--- config.mk ---
export PLATFORM = sky130hd
export DESIGN_NAME = queue_display
export DESIGN_NICKNAME = d
export VERILOG_FILES = /design/src/rtl/queue_display_pkg.sv /design/src/rtl/queue_wtime_div.sv /design/src/rtl/queue_display.sv
export SDC_FILE = /design/constraint.sdc
export NUM_CORES = 1
export LEC_CHECK = 0
export CAP_MARGIN = 20
export CORE_MARGIN = 1
export CORE_UTILIZATION = 40
export CTS_CLUSTER_SIZE = 40
export DETAILED_ROUTE_END_ITERATION = 8
export GPL_TIMING_DRIVEN = 0
export HOLD_SLACK_MARGIN = 0.15
export PLACE_DENSITY_LB_ADDON = 0.3
export SYNTH_ARGS = -nofsm -noshare
export SYNTH_HDL_FRONTEND = slang
export SYNTH_SLANG_ARGS = --single-unit
--- constraint.sdc ---
create_clock -name CLK -period 5.8 [get_ports CLK]
set_input_delay 0.87 -clock CLK [delete_from_list [all_inputs] [get_ports CLK]]
set_output_delay 0.87 -clock CLK [all_outputs]
set_load 0.01 [all_outputs]
--- src/rtl/queue_display_pkg.sv ---
// Shared types and seven-segment glyphs for the queue display block.
package queue_display_pkg;

  typedef enum logic [1:0] {
    StIdle,
    StLoad,
    StSub,
    StDone
  } div_state_e;

  // Glyphs are {g,f,e,d,c,b,a}, active-low.
  localparam logic [6:0] SEG_OFF     = 7'h7F;
  localparam logic [6:0] GLYPH_0     = 7'h40;
  localparam logic [6:0] GLYPH_1     = 7'h79;
  localparam logic [6:0] GLYPH_2     = 7'h24;
  localparam logic [6:0] GLYPH_3     = 7'h30;
  localparam logic [6:0] GLYPH_4     = 7'h19;
  localparam logic [6:0] GLYPH_5     = 7'h12;
  localparam logic [6:0] GLYPH_6     = 7'h02;
  localparam logic [6:0] GLYPH_7     = 7'h78;
  localparam logic [6:0] GLYPH_8     = 7'h00;
  localparam logic [6:0] GLYPH_9     = 7'h10;
  localparam logic [6:0] GLYPH_E     = 7'h06;
  localparam logic [6:0] GLYPH_F     = 7'h0E;
  localparam logic [6:0] GLYPH_DASH  = 7'h3F;
  localparam logic [6:0] GLYPH_BLANK = 7'h7F;

  // Decimal digit to glyph; out-of-range codes render blank.
  function automatic logic [6:0] digit_glyph(input logic [3:0] d);
    case (d)
      4'd0:    return GLYPH_0;
      4'd1:    return GLYPH_1;
      4'd2:    return GLYPH_2;
      4'd3:    return GLYPH_3;
      4'd4:    return GLYPH_4;
      4'd5:    return GLYPH_5;
      4'd6:    return GLYPH_6;
      4'd7:    return GLYPH_7;
      4'd8:    return GLYPH_8;
      4'd9:    return GLYPH_9;
      default: return GLYPH_BLANK;
    endcase
  endfunction

endpackage

--- src/rtl/queue_wtime_div.sv ---
// Waiting-time estimator: snapshots {P,T} on change and divides
// SERVICE_TIME*(P+T-1) by T with a repeated-subtraction FSM.
module queue_wtime_div #(
  parameter int unsigned SERVICE_TIME = 3
) (
  input  logic       clk_i,
  input  logic       reset_i,
  input  logic [2:0] pcount_i,
  input  logic [1:0] tcount_i,
  output logic [4:0] wtime_o,
  output logic       busy_o
);

  import queue_display_pkg::*;

  localparam logic [4:0] SvcTime = 5'(SERVICE_TIME);

  div_state_e state_q, state_d;
  logic [2:0] snap_p_q, snap_p_d;
  logic [1:0] snap_t_q, snap_t_d;
  logic [4:0] num_q, num_d;
  logic [4:0] den_q, den_d;
  logic [4:0] quo_q, quo_d;
  logic [4:0] wtime_q, wtime_d;
  logic       busy_q, busy_d;

  logic       changed;
  logic       is_zero;
  logic [4:0] sum;
  logic [4:0] num_load;

  assign changed  = ({pcount_i, tcount_i} != {snap_p_q, snap_t_q});
  assign is_zero  = (snap_p_q == 3'd0) || (snap_t_q == 2'd0);
  // Only consumed when both counts are non-zero, so the -1 cannot underflow.
  assign sum      = {2'b00, snap_p_q} + {3'b000, snap_t_q} - 5'd1;
  assign num_load = SvcTime * sum;

  // State register
  always_ff @(posedge clk_i) begin
    if (reset_i) state_q <= StIdle;
    else         state_q <= state_d;
  end

  // Next-state logic
  always_comb begin
    state_d = state_q;
    unique case (state_q)
      StIdle:  if (changed) state_d = StLoad;
      StLoad:  state_d = is_zero ? StDone : StSub;
      StSub:   if (num_q < den_q) state_d = StDone;
      StDone:  state_d = StIdle;
      default: state_d = StIdle;
    endcase
  end

  // Datapath and output next values per state
  always_comb begin
    snap_p_d = snap_p_q;
    snap_t_d = snap_t_q;
    num_d    = num_q;
    den_d    = den_q;
    quo_d    = quo_q;
    wtime_d  = wtime_q;
    busy_d   = busy_q;
    unique case (state_q)
      StIdle: begin
        if (changed) begin
          snap_p_d = pcount_i;
          snap_t_d = tcount_i;
          busy_d   = 1'b1;
        end
      end
      StLoad: begin
        quo_d = 5'd0;
        if (!is_zero) begin
          num_d = num_load;
          den_d = {3'b000, snap_t_q};
        end
      end
      StSub: begin
        if (num_q >= den_q) begin
          num_d = num_q - den_q;
          quo_d = quo_q + 5'd1;
        end
      end
      StDone: begin
        wtime_d = quo_q;
        busy_d  = 1'b0;
      end
      default: ;
    endcase
  end

  // Datapath registers
  always_ff @(posedge clk_i) begin
    if (reset_i) begin
      snap_p_q <= 3'd0;
      snap_t_q <= 2'd0;
      num_q    <= 5'd0;
      den_q    <= 5'd0;
      quo_q    <= 5'd0;
      wtime_q  <= 5'd0;
      busy_q   <= 1'b0;
    end else begin
      snap_p_q <= snap_p_d;
      snap_t_q <= snap_t_d;
      num_q    <= num_d;
      den_q    <= den_d;
      quo_q    <= quo_d;
      wtime_q  <= wtime_d;
      busy_q   <= busy_d;
    end
  end

  assign wtime_o = wtime_q;
  assign busy_o  = busy_q;

endmodule

--- src/rtl/queue_display.sv ---
// Queue status display: registers the counter outputs, estimates waiting
// time, and drives a 4-digit multiplexed seven-segment display with blink.
module queue_display #(
  parameter int unsigned SCAN_DIV     = 50000,
  parameter int unsigned BLINK_DIV    = 2500000,
  parameter int unsigned SERVICE_TIME = 3
) (
  input  logic       CLK,
  input  logic       reset,
  input  logic [2:0] Pcount,
  input  logic [1:0] Tcount,
  input  logic       Empty_Flag,
  input  logic       Full_Flag,
  input  logic       Alarm_Flag,
  output logic [4:0] Wtime,
  output logic       Busy,
  output logic [6:0] Seg,
  output logic [3:0] An
);

  import queue_display_pkg::*;

  localparam int unsigned ScanW  = (SCAN_DIV > 1) ? $clog2(SCAN_DIV) : 1;
  localparam int unsigned BlinkW = (BLINK_DIV > 1) ? $clog2(BLINK_DIV) : 1;
  localparam logic [ScanW-1:0]  ScanLast  = ScanW'(SCAN_DIV - 1);
  localparam logic [BlinkW-1:0] BlinkLast = BlinkW'(BLINK_DIV - 1);

  logic [2:0] p_q;
  logic [1:0] t_q;
  logic       empty_q, full_q, alarm_q;

  logic [ScanW-1:0]  scan_cnt_q, scan_cnt_d;
  logic [1:0]        scan_idx_q, scan_idx_d;
  logic [BlinkW-1:0] blink_cnt_q, blink_cnt_d;
  logic              blink_on_q, blink_on_d;
  logic [6:0]        seg_q, seg_d;
  logic [3:0]        an_q, an_d;

  logic [1:0] tens;
  logic [3:0] units;

  // Input capture: every downstream decision uses these copies
  always_ff @(posedge CLK) begin
    if (reset) begin
      p_q     <= 3'd0;
      t_q     <= 2'd0;
      empty_q <= 1'b0;
      full_q  <= 1'b0;
      alarm_q <= 1'b0;
    end else begin
      p_q     <= Pcount;
      t_q     <= Tcount;
      empty_q <= Empty_Flag;
      full_q  <= Full_Flag;
      alarm_q <= Alarm_Flag;
    end
  end

  queue_wtime_div #(
    .SERVICE_TIME(SERVICE_TIME)
  ) u_div (
    .clk_i    (CLK),
    .reset_i  (reset),
    .pcount_i (p_q),
    .tcount_i (t_q),
    .wtime_o  (Wtime),
    .busy_o   (Busy)
  );

  // Scan counter: advance the digit index once per SCAN_DIV cycles
  always_comb begin
    scan_cnt_d = scan_cnt_q + 1'b1;
    scan_idx_d = scan_idx_q;
    if (scan_cnt_q == ScanLast) begin
      scan_cnt_d = '0;
      scan_idx_d = scan_idx_q + 2'd1;
    end
  end

  // Blink phase: toggles every BLINK_DIV cycles, parked "on" without alarm
  always_comb begin
    blink_cnt_d = '0;
    blink_on_d  = 1'b1;
    if (alarm_q) begin
      blink_on_d  = blink_on_q;
      blink_cnt_d = blink_cnt_q + 1'b1;
      if (blink_cnt_q == BlinkLast) begin
        blink_cnt_d = '0;
        blink_on_d  = ~blink_on_q;
      end
    end
  end

  // Split Wtime into decimal tens and units
  always_comb begin
    tens  = 2'd0;
    units = 4'(Wtime);
    if (Wtime >= 5'd30) begin
      tens  = 2'd3;
      units = 4'(Wtime - 5'd30);
    end else if (Wtime >= 5'd20) begin
      tens  = 2'd2;
      units = 4'(Wtime - 5'd20);
    end else if (Wtime >= 5'd10) begin
      tens  = 2'd1;
      units = 4'(Wtime - 5'd10);
    end
  end

  // Digit mux and glyph lookup for the currently enabled digit
  always_comb begin
    seg_d = GLYPH_BLANK;
    unique case (scan_idx_q)
      2'd0: seg_d = (t_q == 2'd0) ? GLYPH_DASH : digit_glyph(units);
      2'd1: begin
        if (t_q == 2'd0)       seg_d = GLYPH_DASH;
        else if (tens == 2'd0) seg_d = GLYPH_BLANK;
        else                   seg_d = digit_glyph({2'b00, tens});
      end
      2'd2: begin
        if (full_q)       seg_d = GLYPH_F;
        else if (empty_q) seg_d = GLYPH_E;
        else              seg_d = GLYPH_BLANK;
      end
      2'd3: seg_d = digit_glyph({1'b0, p_q});
      default: seg_d = GLYPH_BLANK;
    endcase
    an_d = ~(4'b0001 << scan_idx_q);
    if (alarm_q && !blink_on_q) an_d = 4'hF;
  end

  // Display counters and registered segment/anode outputs
  always_ff @(posedge CLK) begin
    if (reset) begin
      scan_cnt_q  <= '0;
      scan_idx_q  <= 2'd0;
      blink_cnt_q <= '0;
      blink_on_q  <= 1'b1;
      seg_q       <= SEG_OFF;
      an_q        <= 4'hF;
    end else begin
      scan_cnt_q  <= scan_cnt_d;
      scan_idx_q  <= scan_idx_d;
      blink_cnt_q <= blink_cnt_d;
      blink_on_q  <= blink_on_d;
      seg_q       <= seg_d;
      an_q        <= an_d;
    end
  end

  assign Seg = seg_q;
  assign An  = an_q;

endmodule

# == Word-level counts from Yosys, hierarchy flattened ==
# Memory sizes are Yosys's and may differ from the RTL's. A register that Yosys moved wholly into a read port is not among the register bits.
# Index checks and enable logic that the tools add are counted.
# W data, S select, Z words.
# word_totals
ff_bits,85
in_bits,10
romBits,168
n_memories,2
out_inout_bits,17
# classes
n_shift,1
order_cmp,5
reduce_logical,21
n_addsub,10
eq_ne,16
muxes,25
bitwise_logic,4
n_mul,1
# mem_list
memory,words,word_bits,rd,rd_clocked_by_memory_dff,wr,line_no,source
(no name shown),16,7,1,0,0,queue_display_pkg.sv:30,case (d)
(no name shown),8,7,1,1,0,queue_display_pkg.sv:30,
# op_table
cell,count
$mux W7,5
$pmux W7 S4,1
$add A22 B1 Y22 const B,1
$eq A22 B22 Y1 const B,1
$pmux W7 S3,1
$pmux W5 S2,2
$add A16 B1 Y16 const B,1
$eq A16 B16 Y1 const B,1
$mux W5,3
$eq A2 B2 Y1 const B,6
$mux W4,3
$ge A5 B5 Y1 const B,2
$logic_not A2 Y1,5
$reduce_and A2 Y1,5
$mux W2,4
$pmux W2 S4,1
$sub A4 B4 Y4 const B,2
$eq A2 B1 Y1 const B,3
$ne A2 B1 Y1 const B,3
$reduce_or A2 Y1,3
$add A5 B1 Y5 const B,1
$ge A5 B2 Y1,1
$ge A5 B4 Y1 const B,1
$lt A5 B2 Y1,1
other kinds (21),26

# == Depth between registers and ports, before layout ==
# depth
ltp_word,9
depth_mapped,11

# == Hierarchy ==
# Synthesis repeated with hierarchy kept, for this count alone.
# hier_totals
cells_unflattened,549
hier_area_um2,4977.3
# modules_own_cells
mod,cells_each,n_inst,area_each_um2,seq_area_each_um2
queue_display,373,1,3390.8,1341.3
queue_wtime_div,176,1,1586.5,500.5

# == Worst setup path after synthesis ==
# Ideal clock, no wire load.
# synth_timing
path_type,register to register
start,register u_div.snap_t_q[0]
end,register u_div.num_q[3]
synth_period_minus_slack_ns,2.825
arrival_time_ns,2.707
required_ns,5.681
stages_incl_launch_ff,12
path_slack_ns,2.975
path_cell_list,dfxtp_1 -> ha_1 -> inv_1 -> fa_1 -> ha_1 -> xnor2_1 -> xor2_1 -> inv_1 -> fa_1 -> xor2_1 -> a2bb2oi_1 -> o221a_2
# synth_between
elab_chain_cells,5
word_cells_on_any_way,9
classes_between,add/sub: 2; mul: 1; eq/ne: 1; mux: 2; reduce/logical: 3
# synth_rtl
element,line_no,source
"start, declared",queue_wtime_div.sv:20,"logic [1:0] snap_t_q, snap_t_d;"
"start signal, assigned",queue_wtime_div.sv:106,snap_t_q <= snap_t_d;
$add A3 B2 Y4,queue_wtime_div.sv:35,"assign sum = {2'b00, snap_p_q} + {3'b000, snap_t_q} - 5'd1;"
$sub A5 B1 Y5,queue_wtime_div.sv:35,
$mul A2 B5 Y5,queue_wtime_div.sv:36,assign num_load = SvcTime * sum;
$mux W5,queue_wtime_div.sv:75,if (!is_zero) begin
$pmux W5 S2,queue_wtime_div.sv:65,unique case (state_q)
"end signal, assigned",queue_wtime_div.sv:107,num_q <= num_d;
"end, declared",queue_wtime_div.sv:21,"logic [4:0] num_q, num_d;"
# Several ways; a longest one is shown, not always the timed one. The select of a mux whose other input is x is not followed.
# A chain may end at the register's enable or synchronous reset.

# == Final worst setup path ==
# Same ends and word-level chain as after synthesis.

==> results <==
- The final-report hold violation count was 0.
- The initial cell density of the core is 41.73%.
- The worst path in the final design needs a cycle of 3.156 ns, including I/O delays and setup.
- During synthesis, Yosys emitted a total of 0 warnings.
- The cell area that synthesis handed to floorplanning was 4826 um^2.
- Once detailed placement completed, the half-perimeter wirelength came to 7.296 mm.
- The setup path with the least slack is of type reg2reg.
- Yosys attributes the largest share of cell area to sky130_fd_sc_hd__dfxtp_1, sky130_fd_sc_hd__ha_1, sky130_fd_sc_hd__nor2_1, sky130_fd_sc_hd__xor2_1, sky130_fd_sc_hd__mux2i_1.
- Setup violations remaining at the end of the flow were counted as 0.
- For this block, the initial DRC count from the detailed router was 189.
- Dividing the detail-routed via count by the number of cells gives 5.266.
- The first detailed-routing pass took 9 iterations.
- The net count of the finished layout is 630.
- The areal power density over the cells is 329.1 nW/um^2.
- The worst setup slack after placement is 2.675 ns.
- TritonCTS built the clock tree.
- The first global-routing pass estimated 16.75 mm of wire.
- The fill cell instance count of the final layout is 1079.
- The share of Yosys cell area claimed by the top area cell type is 38.16%.
- Counting every sink on the clock net gives 92.
- STA classifies the critical path startpoint as a flip-flop.
- At the pin with the least slew margin, the transition time is 0.6457 ns.
- After clock tree synthesis, the clock-pin slew on the worst setup and hold paths is 0.07 ns.
- For this design the static power due to leakage is 0.002197 uW.
- After global routing, the most crowded layer is met2.
- The detail route stage leaves a number of antenna-violating nets equal to 0.
- The CTS buffer count is 9.
- The analysis attributes to net switching a power of 555.1 uW.
- Across the run, the number of max-cap violations was 0.
- The fraction of synthesis flops using an asynchronous set or reset pin is 0%.
- The cell sitting at the root of the clock tree is a sky130_fd_sc_hd__clkbuf_16.
- The number of global-route vias before repair is 3721.
- The main flop type after synthesis is sky130_fd_sc_hd__dfxtp_1.
- For this run, the share of the core covered by cells in the final layout is 48.34%.
- By instance count, the leading cell after synthesis is sky130_fd_sc_hd__dfxtp_1.
- The min-delay analysis places its worst path in the category reg2reg.
- After synthesis, flip-flops and latches occupy 38.16% of the total area.
- The maximum number of pins on one net before global-route repair is 16.
- The fmax is 316.9 MHz.
- The relative contribution of the clock network to total power is 34.5%.
- The die is 111.8 um tall.
- For this run, global-route usage on met2 was measured as 28.94%.
- The number of nets produced by synthesis is 593.
- In this run switching power makes up 30.17% of total power.
- The data arrival at the endpoint of the critical path is 3.39 ns.
- In this run, synthesis inferred 0 flip-flops with an integrated enable.
- In the final layout, the share of cells above drive strength 1 is 6.985%.
- The final routed wirelength across all metal layers is 9.831 mm.
- The setup TNS is 0 ns.
- The relative contribution of combinational cells to total power is 26.8%.
- Dividing the synthesized area by the synthesized cell count gives 8.855 um^2.
- Compared with the post-synthesis result, the final layout area differs by 15.84%.
- In this run the tool buffered the top-level ports with 26 buffer cells.
- The critical path required time is 6.03 ns.
- The maximum cell stage delay along the critical path is 0.55 ns.
- The post-CTS resize count is 0.
- The worst setup margin is 2.644 ns.
- In this run, synthesis produced a sequential element count of 92.
- In this run, flip-flops and latches consume 38.7% of the power.
- The clock passes through at most 2 buffers.
- The remaining max-slew budget at the tightest pin is 56.86%.
- The buffer count from post-CTS setup fixing is 0.
- The global routing usage summed across all routing layers is 16.60%.
- The count of pins over their slew limit came to 0.
- The checks that failed: design-rule violations.
- The worst hold path depth is 1.
- For this design, the slowest cell found on the critical path is sky130_fd_sc_hd__fa_1.
- Yosys mapped the design onto 66 distinct sky130hd cell types.
- The remaining global-route overflow is 0.
- The portion of the clock cycle consumed by the worst path in the final layout is 54.41%.
- The width of the chip is 111.8 um.
- The die area is 12510 um^2.
- The internal power of the cells is 1285 uW.
- The largest fanout on the critical path is 6.
- The post-route clock skew is 0.007340 ns.
- In the routed design, unresolved DRC markers number 6.
- For this design, the CTS-stage hold fixing added 0 buffers.
- The nature of the critical path endpoint is a flip-flop.
- For this design the top-level I/O count stands at 27.
- Traced cell by cell, the critical path runs through ha_1, inv_1, fa_1, ha_1, xnor2_1, xor2_1, inv_1, fa_1, xor2_1, a2bb2oi_1, o221a_2.
- In this run the standard cell core region covers 11560 um^2.
- Setup repair after global routing left no endpoint under its margin.
- The number of cells on the worst reg-to-reg path is 11.
- sky130_fd_sc_hd__dfxtp_1 takes more of the synthesized area than any other cell.
- 0 antenna diodes ended up in the layout.
- The initial antenna violation count is 0.
- The routed layout has 3844 vias.
- Ranked by instance count, the synthesized netlist is headed by sky130_fd_sc_hd__dfxtp_1, sky130_fd_sc_hd__nor2_1, sky130_fd_sc_hd__nand2_1, sky130_fd_sc_hd__ha_1, sky130_fd_sc_hd__inv_1.
- The initialized floorplan defines 39 standard-cell rows.
- After technology mapping, the gate count stands at 545.
- The wire length per cell is 13.47 um.
- The clock latency reported for the late side of the worst-skew pair is 0.34 ns.
- The global routing usage on met3 is 4.409%.
- In the global route stage, met1 resource usage came out at 19.47%.
- The number of levels in the clock H-tree is 3.
- The flow ran to the end, but the final reports show violations.
- The maximum vdd drop is 0.1712 mV.
- The final weighted congestion in routability-driven placement is 0.8608.
state kept, by name, summed over array words and instances, names as in the netlist, 2 cells and up, named ones only:
name / count
blink_cnt_q: 22
scan_cnt_q: 16
Seg: 7
u_div.num_q: 5
u_div.quo_q: 5
u_div.wtime_o: 5
An: 4
p_q: 3
u_div.snap_p_q: 3
scan_idx_q: 2
t_q: 2
u_div.den_q: 2
u_div.snap_t_q: 2
u_div.state_q: 2
layout make-up:
cell class | count | area, um^2 | area share [%]
Timing Repair Buffer | 26 | 260.3 | 4.655
Clock inverter | 6 | 86.33 | 1.544
Multi-Input combinational cell | 402 | 2783 | 49.78
Tap cell | 143 | 178.9 | 3.201
Sequential cell | 92 | 1842 | 32.95
Inverter | 35 | 131.4 | 2.350
Buffer | 16 | 70.07 | 1.253
Clock buffer | 10 | 239.0 | 4.275
layout by cell type (no fill, tap or decap), types with 8 or more instances in the layout:
cell and n:
sky130_fd_sc_hd__clkbuf_1 8, sky130_fd_sc_hd__nand3_1 16, sky130_fd_sc_hd__xnor2_1 17, sky130_fd_sc_hd__a211oi_1 8, sky130_fd_sc_hd__nor2b_1 11, sky130_fd_sc_hd__xor2_1 29
sky130_fd_sc_hd__inv_1 35, sky130_fd_sc_hd__nand2_1 37, sky130_fd_sc_hd__clkbuf_16 9, sky130_fd_sc_hd__ha_1 35, sky130_fd_sc_hd__o21ai_0 14, sky130_fd_sc_hd__nor2_1 80
sky130_fd_sc_hd__dfxtp_1 92, sky130_fd_sc_hd__mux2i_1 17, sky130_fd_sc_hd__nand4_1 13, sky130_fd_sc_hd__a21oi_1 24, sky130_fd_sc_hd__clkdlybuf4s50_1 26
routing by layer:
layer,routed length (um),vias to the layer above,part of all wire (%)
met1,4649,1816,47
met2,4732,56,48
met5,0,-,0
met4,158,0,1.6
met3,290,14,2.9
li1,-,1958,-
metrics by stage:
step                      hold slack, ns  total power (uW)  cells  area [um^2]
after global routing              0.4488              1943    730         5590
after global placement            0.4163              1197    714         5265
after detailed placement          0.4204              1212    714         5265
final                             0.4344              1840    730         5590
after floorplan                   0.3896              1101    545         4826
after CTS                         0.4421              1852    730         5590
critical path: cells and delay by family (launching register included):
family                   cells  cell delay [ns]
adder cells (fa/ha/maj)      4             1.50
XOR/XNOR                     3             0.62
flip-flops                   1             0.42
AO/OA/AOI/OAI                2             0.34
buffers and inverters        2             0.16
cells by family (layout without fill, tap and decap cells):
kind of cell / count (synthesis) / after routing / share of synthesized area, %
AOI/OAI and AO/OA: 94 / 94 / 13.90
muxes: 19 / 19 / 3.993
buffers and inverters: 51 / 93 / 4.174
adders and majority gates: 38 / 38 / 10.32
xor gates and xnor gates: 46 / 46 / 8.348
and+or+nand+nor: 205 / 205 / 21.10
DFF: 92 / 92 / 38.16
worst paths after layout:
| path | to | slack (ns) | start |
|---|---|---|---|
| min | blink_on_q$_SDFFE_PP1P_ | 0.43 | alarm_q$_SDFF_PP0_ |
| max | u_div.num_q[3]$_SDFFE_PP0P_ | 2.64 | u_div.snap_t_q[0]$_SDFFE_PP0P_ |
| max reg2reg | u_div.num_q[3]$_SDFFE_PP0P_ | 2.64 | u_div.snap_t_q[0]$_SDFFE_PP0P_ |
| min reg2reg | blink_on_q$_SDFFE_PP1P_ | 0.43 | alarm_q$_SDFF_PP0_ |
power groups by stage:
stage / clock [uW] / combinational [uW] / sequential (uW)
floorplan: 0 / 380 / 721
global placement: 0 / 472 / 724
detailed placement: 0 / 486 / 726
CTS: 648 / 491 / 713
global route: 670 / 557 / 717
finish: 634 / 493 / 713
(Power assumes the default switching activity.)
